### config.mk
export PLATFORM = sky130hd
export DESIGN_NAME = instr_fetch_unit_flat
export DESIGN_NICKNAME = d
export VERILOG_FILES = /design/src/rtl/instr_fetch_unit_pkg.sv /design/src/rtl/instr_fetch_unit_if.sv /design/src/rtl/instr_fetch_unit_fetch_timer.sv /design/src/rtl/instr_fetch_unit.sv /design/src/flat_wrapper.sv
export SDC_FILE = /design/constraint.sdc
export NUM_CORES = 1
export LEC_CHECK = 0
export ABC_AREA = 1
export CORE_MARGIN = 1
export CORE_UTILIZATION = 49
export DETAILED_ROUTE_END_ITERATION = 16
export PLACE_DENSITY = 0.85
export SYNTH_ARGS = -nofsm -noshare
export SYNTH_HDL_FRONTEND = slang
export SYNTH_SLANG_ARGS = --single-unit
### constraint.sdc
create_clock -name clk -period 2.9 [get_ports clk]
set_input_delay 0.87 -clock clk [delete_from_list [all_inputs] [get_ports clk]]
set_output_delay 0.87 -clock clk [all_outputs]
set_load 0.01 [all_outputs]
### src/rtl/instr_fetch_unit_pkg.sv
// Shared definitions for the instruction fetch unit: FSM encoding, default
// geometry and the fetch timer width helper.
package instr_fetch_unit_pkg;

  typedef enum logic [2:0] {
    S_IDLE  = 3'd0,
    S_REQ   = 3'd1,
    S_WAIT  = 3'd2,
    S_HOLD  = 3'd3,
    S_FAULT = 3'd4
  } fetch_state_e;

  localparam int DEF_ADDR_W  = 16;
  localparam int DEF_DATA_W  = 16;
  localparam int DEF_TIMEOUT = 255;

  // A disabled timeout (0) still gets a 1-bit counter so the port stays legal.
  function automatic int timer_width(input int limit);
    return (limit > 0) ? $clog2(limit + 1) : 1;
  endfunction

endpackage

### src/rtl/instr_fetch_unit_if.sv
// Memory request/response channel and instruction-register channel between
// the fetch unit (master) and memory plus decode/execute (slave).
interface instr_fetch_unit_if
  import instr_fetch_unit_pkg::*;
#(
  parameter int ADDR_W = DEF_ADDR_W,
  parameter int DATA_W = DEF_DATA_W
);
  // Handshakes: a transfer happens on a rising edge where valid & ready are
  // both high; once raised, valid and its payload hold until that transfer.
  // mem_rsp_valid has no ready: it is only meaningful while a read is open.
  logic              mem_req_valid;
  logic              mem_req_ready;
  logic [ADDR_W-1:0] mem_req_addr;
  logic              mem_rsp_valid;
  logic [DATA_W-1:0] mem_rsp_data;
  logic              ir_valid;
  logic              ir_ready;
  logic [DATA_W-1:0] ir_data;
  logic [ADDR_W-1:0] ir_pc;

  modport master (
    output mem_req_valid, mem_req_addr, ir_valid, ir_data, ir_pc,
    input  mem_req_ready, mem_rsp_valid, mem_rsp_data, ir_ready
  );

  modport slave (
    input  mem_req_valid, mem_req_addr, ir_valid, ir_data, ir_pc,
    output mem_req_ready, mem_rsp_valid, mem_rsp_data, ir_ready
  );

endinterface

### src/rtl/instr_fetch_unit_fetch_timer.sv
// Response watchdog counter: clear, count-enable and a terminal flag that
// fires in the cycle the count is about to reach LIMIT.
module fetch_timer #(
  parameter int LIMIT = 255,
  parameter int W     = 8
) (
  input  logic clk,
  input  logic resetn,
  input  logic clear,
  input  logic en,
  output logic done
);

  logic [W-1:0] count;

  always_ff @(posedge clk or negedge resetn) begin
    if (!resetn) begin
      count <= '0;
    end else if (clear) begin
      count <= '0;
    end else if (en) begin
      count <= count + W'(1);
    end
  end

  assign done = en && (count == W'(LIMIT - 1));

endmodule

### src/rtl/instr_fetch_unit.sv
// Non-pipelined instruction fetch sequencer: requests the word at pc, holds it
// in the instruction register until retired, then strobes pc_enb.
module instr_fetch_unit
  import instr_fetch_unit_pkg::*;
#(
  parameter int ADDR_W  = DEF_ADDR_W,
  parameter int DATA_W  = DEF_DATA_W,
  parameter int TIMEOUT = DEF_TIMEOUT
) (
  input  logic              clk,
  input  logic              resetn,
  input  logic [ADDR_W-1:0] pc,
  output logic              pc_enb,
  input  logic              halt,
  output logic              halted,
  output logic              fetch_fault,
  output fetch_state_e      state,
  instr_fetch_unit_if.master bus
);

  localparam int TW = timer_width(TIMEOUT);

  logic              req_valid;
  logic              ir_valid;
  logic              halted_q;
  logic              fault_q;
  logic [ADDR_W-1:0] addr_q;
  logic [DATA_W-1:0] ir_data_q;
  logic [ADDR_W-1:0] ir_pc_q;
  logic              tmr_clear;
  logic              tmr_en;
  logic              tmr_done;
  logic              timeout_hit;

  assign tmr_clear   = (state == S_REQ) && bus.mem_req_ready;
  assign tmr_en      = (state == S_WAIT);
  assign timeout_hit = (TIMEOUT != 0) && tmr_done;

  fetch_timer #(
    .LIMIT (TIMEOUT),
    .W     (TW)
  ) u_timer (
    .clk    (clk),
    .resetn (resetn),
    .clear  (tmr_clear),
    .en     (tmr_en),
    .done   (tmr_done)
  );

  always_ff @(posedge clk or negedge resetn) begin
    if (!resetn) begin
      state     <= S_IDLE;
      req_valid <= 1'b0;
      ir_valid  <= 1'b0;
      halted_q  <= 1'b0;
      fault_q   <= 1'b0;
      addr_q    <= '0;
      ir_data_q <= '0;
      ir_pc_q   <= '0;
    end else begin
      case (state)
        S_IDLE: begin
          if (!halt) begin
            state     <= S_REQ;
            req_valid <= 1'b1;
            halted_q  <= 1'b0;
          end else begin
            halted_q  <= 1'b1;
          end
        end
        S_REQ: begin
          if (bus.mem_req_ready) begin
            state     <= S_WAIT;
            req_valid <= 1'b0;
            addr_q    <= pc;
          end
        end
        S_WAIT: begin
          // A response in the terminal cycle still wins over the timeout.
          if (bus.mem_rsp_valid) begin
            state     <= S_HOLD;
            ir_valid  <= 1'b1;
            ir_data_q <= bus.mem_rsp_data;
            ir_pc_q   <= addr_q;
          end else if (timeout_hit) begin
            state     <= S_FAULT;
            fault_q   <= 1'b1;
          end
        end
        S_HOLD: begin
          if (bus.ir_ready) begin
            ir_valid <= 1'b0;
            if (halt) begin
              state    <= S_IDLE;
              halted_q <= 1'b1;
            end else begin
              state     <= S_REQ;
              req_valid <= 1'b1;
            end
          end
        end
        S_FAULT: begin
          state <= S_FAULT;
        end
        default: begin
          state     <= S_IDLE;
          req_valid <= 1'b0;
          ir_valid  <= 1'b0;
          halted_q  <= 1'b0;
        end
      endcase
    end
  end

  // pc is only advanced by pc_enb, so driving it straight out keeps the
  // request address stable for the whole REQ phase.
  assign bus.mem_req_valid = req_valid;
  assign bus.mem_req_addr  = req_valid ? pc : addr_q;
  assign bus.ir_valid      = ir_valid;
  assign bus.ir_data       = ir_data_q;
  assign bus.ir_pc         = ir_pc_q;
  assign pc_enb            = ir_valid & bus.ir_ready;
  assign halted            = halted_q;
  assign fetch_fault       = fault_q;

endmodule
### src/flat_wrapper.sv
// flat-port wrapper written by rule: the top's interface ports become plain ports
module instr_fetch_unit_flat import instr_fetch_unit_pkg::*;
#(
  parameter int ADDR_W  = DEF_ADDR_W,
  parameter int DATA_W  = DEF_DATA_W,
  parameter int TIMEOUT = DEF_TIMEOUT
)
  (clk, resetn, pc, pc_enb, halt, halted, fetch_fault, state, bus_mem_req_valid, bus_mem_req_addr, bus_ir_valid, bus_ir_data, bus_ir_pc, bus_mem_req_ready, bus_mem_rsp_valid, bus_mem_rsp_data, bus_ir_ready);
  instr_fetch_unit_if #(.ADDR_W(ADDR_W), .DATA_W(DATA_W)) bus_i ();
  input  logic clk;
  input  logic resetn;
  input  logic [ADDR_W-1:0] pc;
  output logic pc_enb;
  input  logic halt;
  output logic halted;
  output logic fetch_fault;
  output fetch_state_e state;
  output wire logic [$bits(bus_i.mem_req_valid)-1:0] bus_mem_req_valid;
  output wire logic [$bits(bus_i.mem_req_addr)-1:0] bus_mem_req_addr;
  output wire logic [$bits(bus_i.ir_valid)-1:0] bus_ir_valid;
  output wire logic [$bits(bus_i.ir_data)-1:0] bus_ir_data;
  output wire logic [$bits(bus_i.ir_pc)-1:0] bus_ir_pc;
  input wire logic [$bits(bus_i.mem_req_ready)-1:0] bus_mem_req_ready;
  input wire logic [$bits(bus_i.mem_rsp_valid)-1:0] bus_mem_rsp_valid;
  input wire logic [$bits(bus_i.mem_rsp_data)-1:0] bus_mem_rsp_data;
  input wire logic [$bits(bus_i.ir_ready)-1:0] bus_ir_ready;
  assign bus_mem_req_valid = bus_i.mem_req_valid;
  assign bus_mem_req_addr = bus_i.mem_req_addr;
  assign bus_ir_valid = bus_i.ir_valid;
  assign bus_ir_data = bus_i.ir_data;
  assign bus_ir_pc = bus_i.ir_pc;
  assign bus_i.mem_req_ready = bus_mem_req_ready;
  assign bus_i.mem_rsp_valid = bus_mem_rsp_valid;
  assign bus_i.mem_rsp_data = bus_mem_rsp_data;
  assign bus_i.ir_ready = bus_ir_ready;
  instr_fetch_unit #(.ADDR_W(ADDR_W), .DATA_W(DATA_W), .TIMEOUT(TIMEOUT)) u_core (.clk(clk), .resetn(resetn), .pc(pc), .pc_enb(pc_enb), .halt(halt), .halted(halted), .fetch_fault(fetch_fault), .state(state), .bus(bus_i));
endmodule
# --- Word level (Yosys, flattened, before mapping) ---
# Index checks and enable logic that the tools add are counted.
totals:
  inputBits: 38
  mem_bits_ro: 0
  latchBits: 0
  mem_count: 0
  regBits: 63
  ram_bits: 0
  word_cells: 61
  output_inout_bits: 56
op_classes:
  div_mod_pow: 0
  reduce_logical: 14
  eq_ne: 11
  n_bitwise: 5
  multipliers: 0
  shifts: 0
  magnitude_cmp: 0
  n_addsub: 1
  muxes: 21
ops:
  columns: ["operator", "count"]
  rows:
  - ["$mux W16", 1]
  - ["$mux W8", 2]
  - ["$mux W3", 5]
  - ["$pmux W3 S5", 1]
  - ["$reduce_and A3 Y1", 4]
  - ["$ne A2 B2 Y1 const B", 5]
  - ["$mux W1", 9]
  - ["$add A8 B1 Y8 const B", 1]
  - ["$eq A8 B8 Y1 const B", 1]
  - ["$eq A3 B2 Y1 const B", 2]
  - ["$pmux W1 S3", 2]
  - ["$reduce_or A3 Y1", 2]
  - ["$not A1 Y1", 4]
  - ["$pmux W1 S4", 1]
  - ["$reduce_and A2 Y1", 2]
  - ["$reduce_and A4 Y1", 1]
  - ["$eq A3 B1 Y1 const B", 1]
  - ["$eq A3 B3 Y1 const B", 1]
  - ["$logic_not A3 Y1", 1]
  - ["$ne A3 B2 Y1 const B", 1]
  - ["$logic_and A1 B1 Y1", 2]
  - ["$reduce_bool A2 Y1", 1]
  - ["$reduce_or A2 Y1", 1]
  - ["$and A1 B1 Y1", 1]

# --- Depth between registers and ports, before layout ---
depth:
  ltp_word: 5
  depth_mapped: 9
  mapped_depth_nobuf: 9

# --- Hierarchy ---
# Synthesis repeated with hierarchy kept, for this count alone.
unflattened:
  cells_unflattened: 373
  hier_area_um2: 3016.6
by_module_without_submodules:
  columns: ["module", "area_per_inst_um2", "seq_area_each_um2", "instances", "cells_each"]
  rows:
  - ["instr_fetch_unit", 2542.4, 1376.3, 1, 309]
  - ["fetch_timer", 474.2, 200.2, 1, 64]

# --- Worst setup path before layout ---
# No wires, ideal clock.
synth_timing:
  path_type: "in2out"
  from: "input pc[10]"
  to: "output bus_mem_req_addr[10]"
  path_slack_ns: 0.984
  path_buffers: 0
  t_arrival_ns: 1.046
  path_stages: 2
  t_required_ns: 2.030
  path_cell_list: "nand2_1 > o21ai_0"
synth_via:
  elab_chain_cells: 1
synth_lines:
  columns: ["item", "line", "rtl"]
  rows:
  - ["start: declaration", "flat_wrapper.sv:12", "input logic [ADDR_W-1:0] pc;"]
  - ["$mux W16", "instr_fetch_unit.sv:118", "assign bus.mem_req_addr = req_valid ? pc : addr_q;"]
  - ["end: declaration", "flat_wrapper.sv:19", "output wire logic [$bits(bus_i.mem_req_addr)-1:0] bus_mem_req_addr;"]
# Every way passes these cells.

# --- Worst setup path in the final report ---
layout_timing:
  from: "input bus_ir_ready"
  to: "output pc_enb"
layout_via:
  elab_chain_cells: 1
layout_lines:
  columns: ["item", "line", "rtl"]
  rows:
  - ["start: declaration", "flat_wrapper.sv:26", "input wire logic [$bits(bus_i.ir_ready)-1:0] bus_ir_ready;"]
  - ["$and A1 B1 Y1", "instr_fetch_unit.sv:122", "assign pc_enb = ir_valid & bus.ir_ready;"]
  - ["end: declaration", "flat_wrapper.sv:13", "output logic pc_enb;"]
# Every way passes these cells.

==> impl_metrics.env <==
export IMPL_outcome="finished, final reports clean"
export IMPL_post_dp_cell_area_mm2=0.003837
export IMPL_stdcell_area_mm2=0.003996
export IMPL_routed_wl_um=6395
export IMPL_crit_type="in -> out"
export IMPL_postCtsSetupRepairBufs=0
export IMPL_cp_max_fo=2
export IMPL_syn2layout_area_growth_pct=41.83
export IMPL_hold_buffers=0
export IMPL_grt_max_degree=34
export IMPL_drt_iter0_drc=156
export IMPL_fmax_mhz=351.4
export IMPL_ys_seq_elements=63
export IMPL_setup_viol=0
export IMPL_grt_usage=0.2371
export IMPL_yosysWarningCount=0
export IMPL_p_clk_frac=0.160
export IMPL_die_area_mm2=0.006058
export IMPL_period_needed_ns=2.845
export IMPL_syn_avg_cell_area_um2=8.144
export IMPL_final_hold_viol_count=0
export IMPL_final_max_slew_viol_count=0
export IMPL_crit_arrival_ns=1.98
export IMPL_p_per_area_mw_per_mm2=994.0
export IMPL_dieWidth_um=77.83
export IMPL_switchingPower_mw=1.501
export IMPL_ios=94
export IMPL_met3_usage=0.06706
export IMPL_nFillCells=443
export IMPL_dp_hpwl_um=4576
export IMPL_vdd_ir_drop_max_mv=0.5252
export IMPL_regToRegStartpoint="u_core.state[2]"
export IMPL_drive_above_1_share=0.06459
export IMPL_skew_ns=0.009548
export IMPL_dr_pass1_iters=4
export IMPL_crit_start="bus_ir_ready"
export IMPL_drt_vias_per_instance=4.904
export IMPL_p_int_mw=2.472
export IMPL_coreArea_mm2=0.005540
export IMPL_overflow=0
export IMPL_first_global_vias=2412
export IMPL_fp_row_count=27
export IMPL_route_detailed_drc=0
export IMPL_dpl_cell_count=506
export IMPL_place_congestion=0.9107
export IMPL_required_ns=2.03
export IMPL_grt_use_met2=0.3832
export IMPL_met1_usage=0.2910
export IMPL_p_leak_nw=2.015
export IMPL_htree_levels=3
export IMPL_grt_antenna_before_repair=0
export IMPL_worstHoldStart="u_core.bus.ir_data[15]"
export IMPL_cts_buffers=9
export IMPL_switching_share=0.3778
export IMPL_ant_nets=0
export IMPL_max_cap_violations=0
export IMPL_syn_num_nets=386
export IMPL_synth_seq_area_share=0.5595
export IMPL_cts_root_buf="clkbuf_8"
export IMPL_top_usage_layer="met2"
export IMPL_port_buffers=93
export IMPL_stdcell_count=521
export IMPL_cts_sinks=63
export IMPL_antenna_cells=0
export IMPL_hold_class="reg -> reg"
export IMPL_fin_crit_sh=0.9812
export IMPL_rsz0062_at_grt="no"
export IMPL_endpoint_kind="primary output"
export IMPL_wire_per_inst_um=12.27
export IMPL_tns_ns=0
export IMPL_num_vias=2555
export IMPL_netlist_area_mm2=0.002818
export IMPL_fp_dieH_um=77.83
export IMPL_tightest_slew_ns=0.5484
export IMPL_critPathLaunchType="primary input"
export IMPL_seqPwrFrac=0.365
export IMPL_combPwrFrac=0.475
export IMPL_nNetsFinal=485
export IMPL_grt_pass1_wl_um=10940
export IMPL_synth_distinct_cells=22
export IMPL_clk_path_buf_depth=2
export IMPL_syn_inst=346
export IMPL_clk_latency_ns=0.33
export IMPL_path_clk_slew_ns=0.06
export IMPL_utilization=0.7213
export IMPL_relSlewSlack=0.6344
export IMPL_start_util=0.5086
export IMPL_cts_tree="built"
## Yosys cell counts
library cell / instances / area (um^2)
nor2_8: 1 / 20.02
ha_1: 2 / 25.02
a21oi_1: 5 / 25.02
nand3_1: 11 / 55.05
nand3_2: 1 / 10.01
dfrtp_1: 63 / 1577
nand4_1: 2 / 12.51
o211ai_1: 1 / 7.510
nor3_1: 2 / 10.01
a31o_2: 1 / 8.760
clkbuf_1: 4 / 15.01
buf_6: 1 / 11.26
nor2_1: 25 / 93.84
inv_1: 33 / 123.9
nor2_2: 1 / 6.260
inv_2: 2 / 7.510
nand3_4: 1 / 17.52
a31oi_1: 1 / 6.260
o21ai_0: 38 / 190.2
buf_2: 7 / 35.03
nand2_1: 128 / 480.5
o21ai_1: 16 / 80.08
## timing repair
action,4_1_cts,5_1_grt
cloned,0,0
resized for setup,12,4
setup endpoints to repair,12,4
## routing by layer
layer	routed length, um	share of wire
met1	2886	0.45
met4	170	0.027
met3	354	0.055
met5	0	0
met2	2983	0.47
## flip-flops by register name, indices dropped and copies added (netlist names)
signal / cells
u_core.state: 3
u_core.halted: 1
u_core.bus.ir_valid: 1
u_core.bus.ir_data: 16
u_core.bus.ir_pc: 16
u_core.addr_q: 16
u_core.u_timer.count: 8
u_core.fetch_fault: 1
u_core.bus.mem_req_valid: 1
## placed cells by master, fill, tap and decap left out, types with 2 or more instances in the layout
cell / synthesis / routed
buf_4: 0 / 6
clkdlybuf4s50_1: 0 / 76
o21ai_0: 38 / 38
ha_1: 2 / 2
nand2_1: 128 / 128
nand3_1: 11 / 11
o21ai_1: 16 / 16
nor2_1: 25 / 25
inv_1: 33 / 33
dlymetal6s2s_1: 0 / 4
inv_2: 2 / 2
clkbuf_8: 0 / 10
nand4_1: 2 / 2
dlygate4sd2_1: 0 / 12
dfrtp_1: 63 / 63
clkinv_2: 0 / 3
a21oi_1: 5 / 5
nor3_1: 2 / 2
## kinds of logic after synthesis
logic type      after synthesis  synth area share
fa+ha+maj                     2          0.008880
simple gates                172            0.2504
flops                        63            0.5595
buf+inv                      47           0.06838
compound gates               62            0.1128
## cell type report
cell class              instances  area, um^2  area share
multi-input cells             236        1049      0.2624
well taps                      72       90.09     0.02254
flip-flops and latches         63        1577      0.3945
repair buffers                100       985.9      0.2467
clock inverters                 4       22.52    0.005636
inverters                      35       131.4     0.03287
clock buffers                  11       141.4     0.03538
## worst max-delay path, cell delays in order
cell	delay, ns
clkdlybuf4s50_1	0.48
nand2_1	0.05
inv_1	0.05
clkdlybuf4s50_1	0.52
## per-stage QoR
step / hold slack [ns] / setup slack, ns / power, mW
2_1_floorplan: 0.4558 / 0.9842 / 2.424
3_3_place_gp: 0.4544 / -0.04587 / 3.382
3_5_place_dp: 0.4572 / -0.06209 / 3.451
4_1_cts: 0.4747 / 0.0005402 / 4.030
5_1_grt: 0.4889 / 0.004714 / 4.295
6_report: 0.4708 / 0.05456 / 3.973
## path summary, 6_finish.rpt
kind	endpoint	slack, ns	cells after the start
min in group asynchronous	u_core.addr_q[15]	0.53	1
worst max-delay path	pc_enb	0.05	4
worst min-delay path	u_core.bus.ir_data[15]	0.47	2
worst min register to register	u_core.bus.ir_data[15]	0.47	2
max in group asynchronous	u_core.u_timer.count[2]	1.69	2
worst max register to register	u_core.bus.ir_pc[3]	1.37	7
## power by group through the flow
stage	clock, mW	sequential, mW	combinational [mW]
after floorplan	0	1.55	0.870
after global placement	0	1.45	1.94
after detailed placement	0	1.46	1.99
after CTS	0.658	1.45	1.92
after global routing	0.691	1.49	2.11
final	0.634	1.45	1.89
Note: power is estimated with default switching activity, not from simulation.
==> variant: new RTL, same settings <==
`DEF_TIMEOUT`: 255 -> 510.
--- a/src/rtl/instr_fetch_unit_pkg.sv
+++ b/src/rtl/instr_fetch_unit_pkg.sv
@@ -14,3 +14,3 @@
   localparam int DEF_DATA_W  = 16;
-  localparam int DEF_TIMEOUT = 255;
+  localparam int DEF_TIMEOUT = 510;
 
Check against the original RTL: no difference found for any inputs over 10 cycles, from zero or initial values and one cycle with resetn low; that may be too few to reach the edited logic, so the function may still have changed.
==> variant against the unedited design <==
Setup slack better by 0.16 ns. Total power up 6.9%. Final area up 3.9%. Highest routed layer unchanged. Synthesized area up 2.7%. Fmax up 6.0%. Critical endpoint is now bus_mem_req_addr[9]. Sequential cell count up 1. Critical path depth unchanged. Wire length up 3.3%.
==> variant: results (changes against the unedited design) <==
- Status: finished, final reports clean
- Fraction of registers with async set/reset: 1.00 (unchanged)
- WL met2: 3.34 mm (+12%)
- Clock Pin Slew Worst Setup and Hold Paths: 0.06 ns (about the same)
- Vias in the first global route: 2,517 (+4.4%)
- M1 WL: 2.81 mm (-2.8%)
- N_diodes: 0 (unchanged)
- Pre-CTS setup slack: -0.0656 ns (-0.00351 ns)
- P_leak: 0.00207 uW (+2.5%)
- R2R depth: 6 (-1)
- Met2 Use GR: 0.407 (+0.0238)
- M3 GR Usage: 0.0724 (+0.00535)
- Number of I/O port buffers: 93 (unchanged)
- Yosys warning total: 0 (unchanged)
- Total track usage: 0.235 (-0.00235)
- Post-synth top cells: nand2_1 (131), dfrtp_1 (64), o21ai_0 (39)
- GRT met1 Usage: 0.271 (-0.0203)
- Register area share after synthesis: 0.554 (-0.00587)
- TritonRoute pass-1 iters: 5 (+1)
- Synth cell types: 24 (+9.1%)
- First-pass GRT wire length: 11.1 mm (+1.7%)
- # H-tree levels: 3 (unchanged)
- Routability cong.: 0.890 (-2.3%)
- Worst hold margin: 0.338 ns (-0.132 ns)
- Root Driver: clkbuf_8
- CP Max Fanout: 2 (unchanged)
- Ratio of cells with drive above 1 in the final layout: 0.0672 (+0.00266)
- CTS Buffer Depth: 2 (unchanged)
- FMAX: 373 MHz (+6.0%)
- Fillers: 424 (-4.3%)
- Vias/cell: 4.95 (+0.89%)
- CTS resizes: 14 (+2)
- Final nets: 496 (+2.3%)
- Dpl cell area: 3930 um2 (+2.4%)
- Placed cell count: 517 (+2.2%)
- Pin count of the biggest net entering global routing: 62 (+82%)
- Critical register-to-register path endpoint: u_core.u_timer.count[6]
- Flop2flop setup slack: 1.20 ns (-0.17 ns)
- Ranking of synthesized cells by area: dfrtp_1 (55%), nand2_1 (17%), o21ai_0 (6.7%)
- VDD IR max: 0.599 mV (+14%)
- Hold crit path type: primary input to async pin
- Crit path launch: pc[9]
- Post-DP HPWL: 4.67 mm (+2.0%)
- Met3 WL: 427 um (+21%)
- R2R Path Start: u_core.state[2]
- Final Setup Violations: 0 (unchanged)
- Worst-Margin Slew: 0.464 ns (-0.0839 ns)
- Crit path DAT: 1.81 ns (-0.17 ns)
- Layout area overhead: 43.5%
- Setup Fix Bufs, Post-CTS: 0 (unchanged)
- WL final: 6.61 mm (+3.3%)
- DRT iter0 DRCs: 152 (-2.6%)
- Post-synthesis cell count: 357 (+3.2%)
- Syn_nets: 397 (+2.8%)
- Crit path to: bus_mem_req_addr[9]
- Worst Skew: 0.00834 ns (-0.00121 ns)
- Routed vias: 2,637 (+3.2%)
- Clock latency at the later pin of the worst-skew pair: 0.34 ns
## variant: critical path, cell delays in order
cell	delay [ns]
clkdlybuf4s50_1	0.50
nand2_1	0.06
o21ai_0	0.09
dlygate4sd2_1	0.29
## variant: power by group
part | total (uW) | switching, uW | internal [uW]
clock network | 857 | 328 | 529
registers | 1460 | 201 | 1260
logic | 1930 | 1010 | 912
## variant: layout make-up
class / count / area share
inverters: 36 / 0.0325
clock buffers: 11 / 0.0365
flip-flops and latches: 64 / 0.386
well taps: 72 / 0.0217
multi-input cells: 244 / 0.260
clock inverters: 5 / 0.0190
repair buffers: 101 / 0.244
## variant: kinds of logic after synthesis
| group | Yosys count | synth area share |
|---|---|---|
| flops | 64 | 0.554 |
| xor+xnor | 1 | 0.00303 |
| simple gates | 180 | 0.254 |
| fa+ha+maj | 2 | 0.00865 |
| compound gates | 61 | 0.108 |
| buf+inv | 49 | 0.0727 |
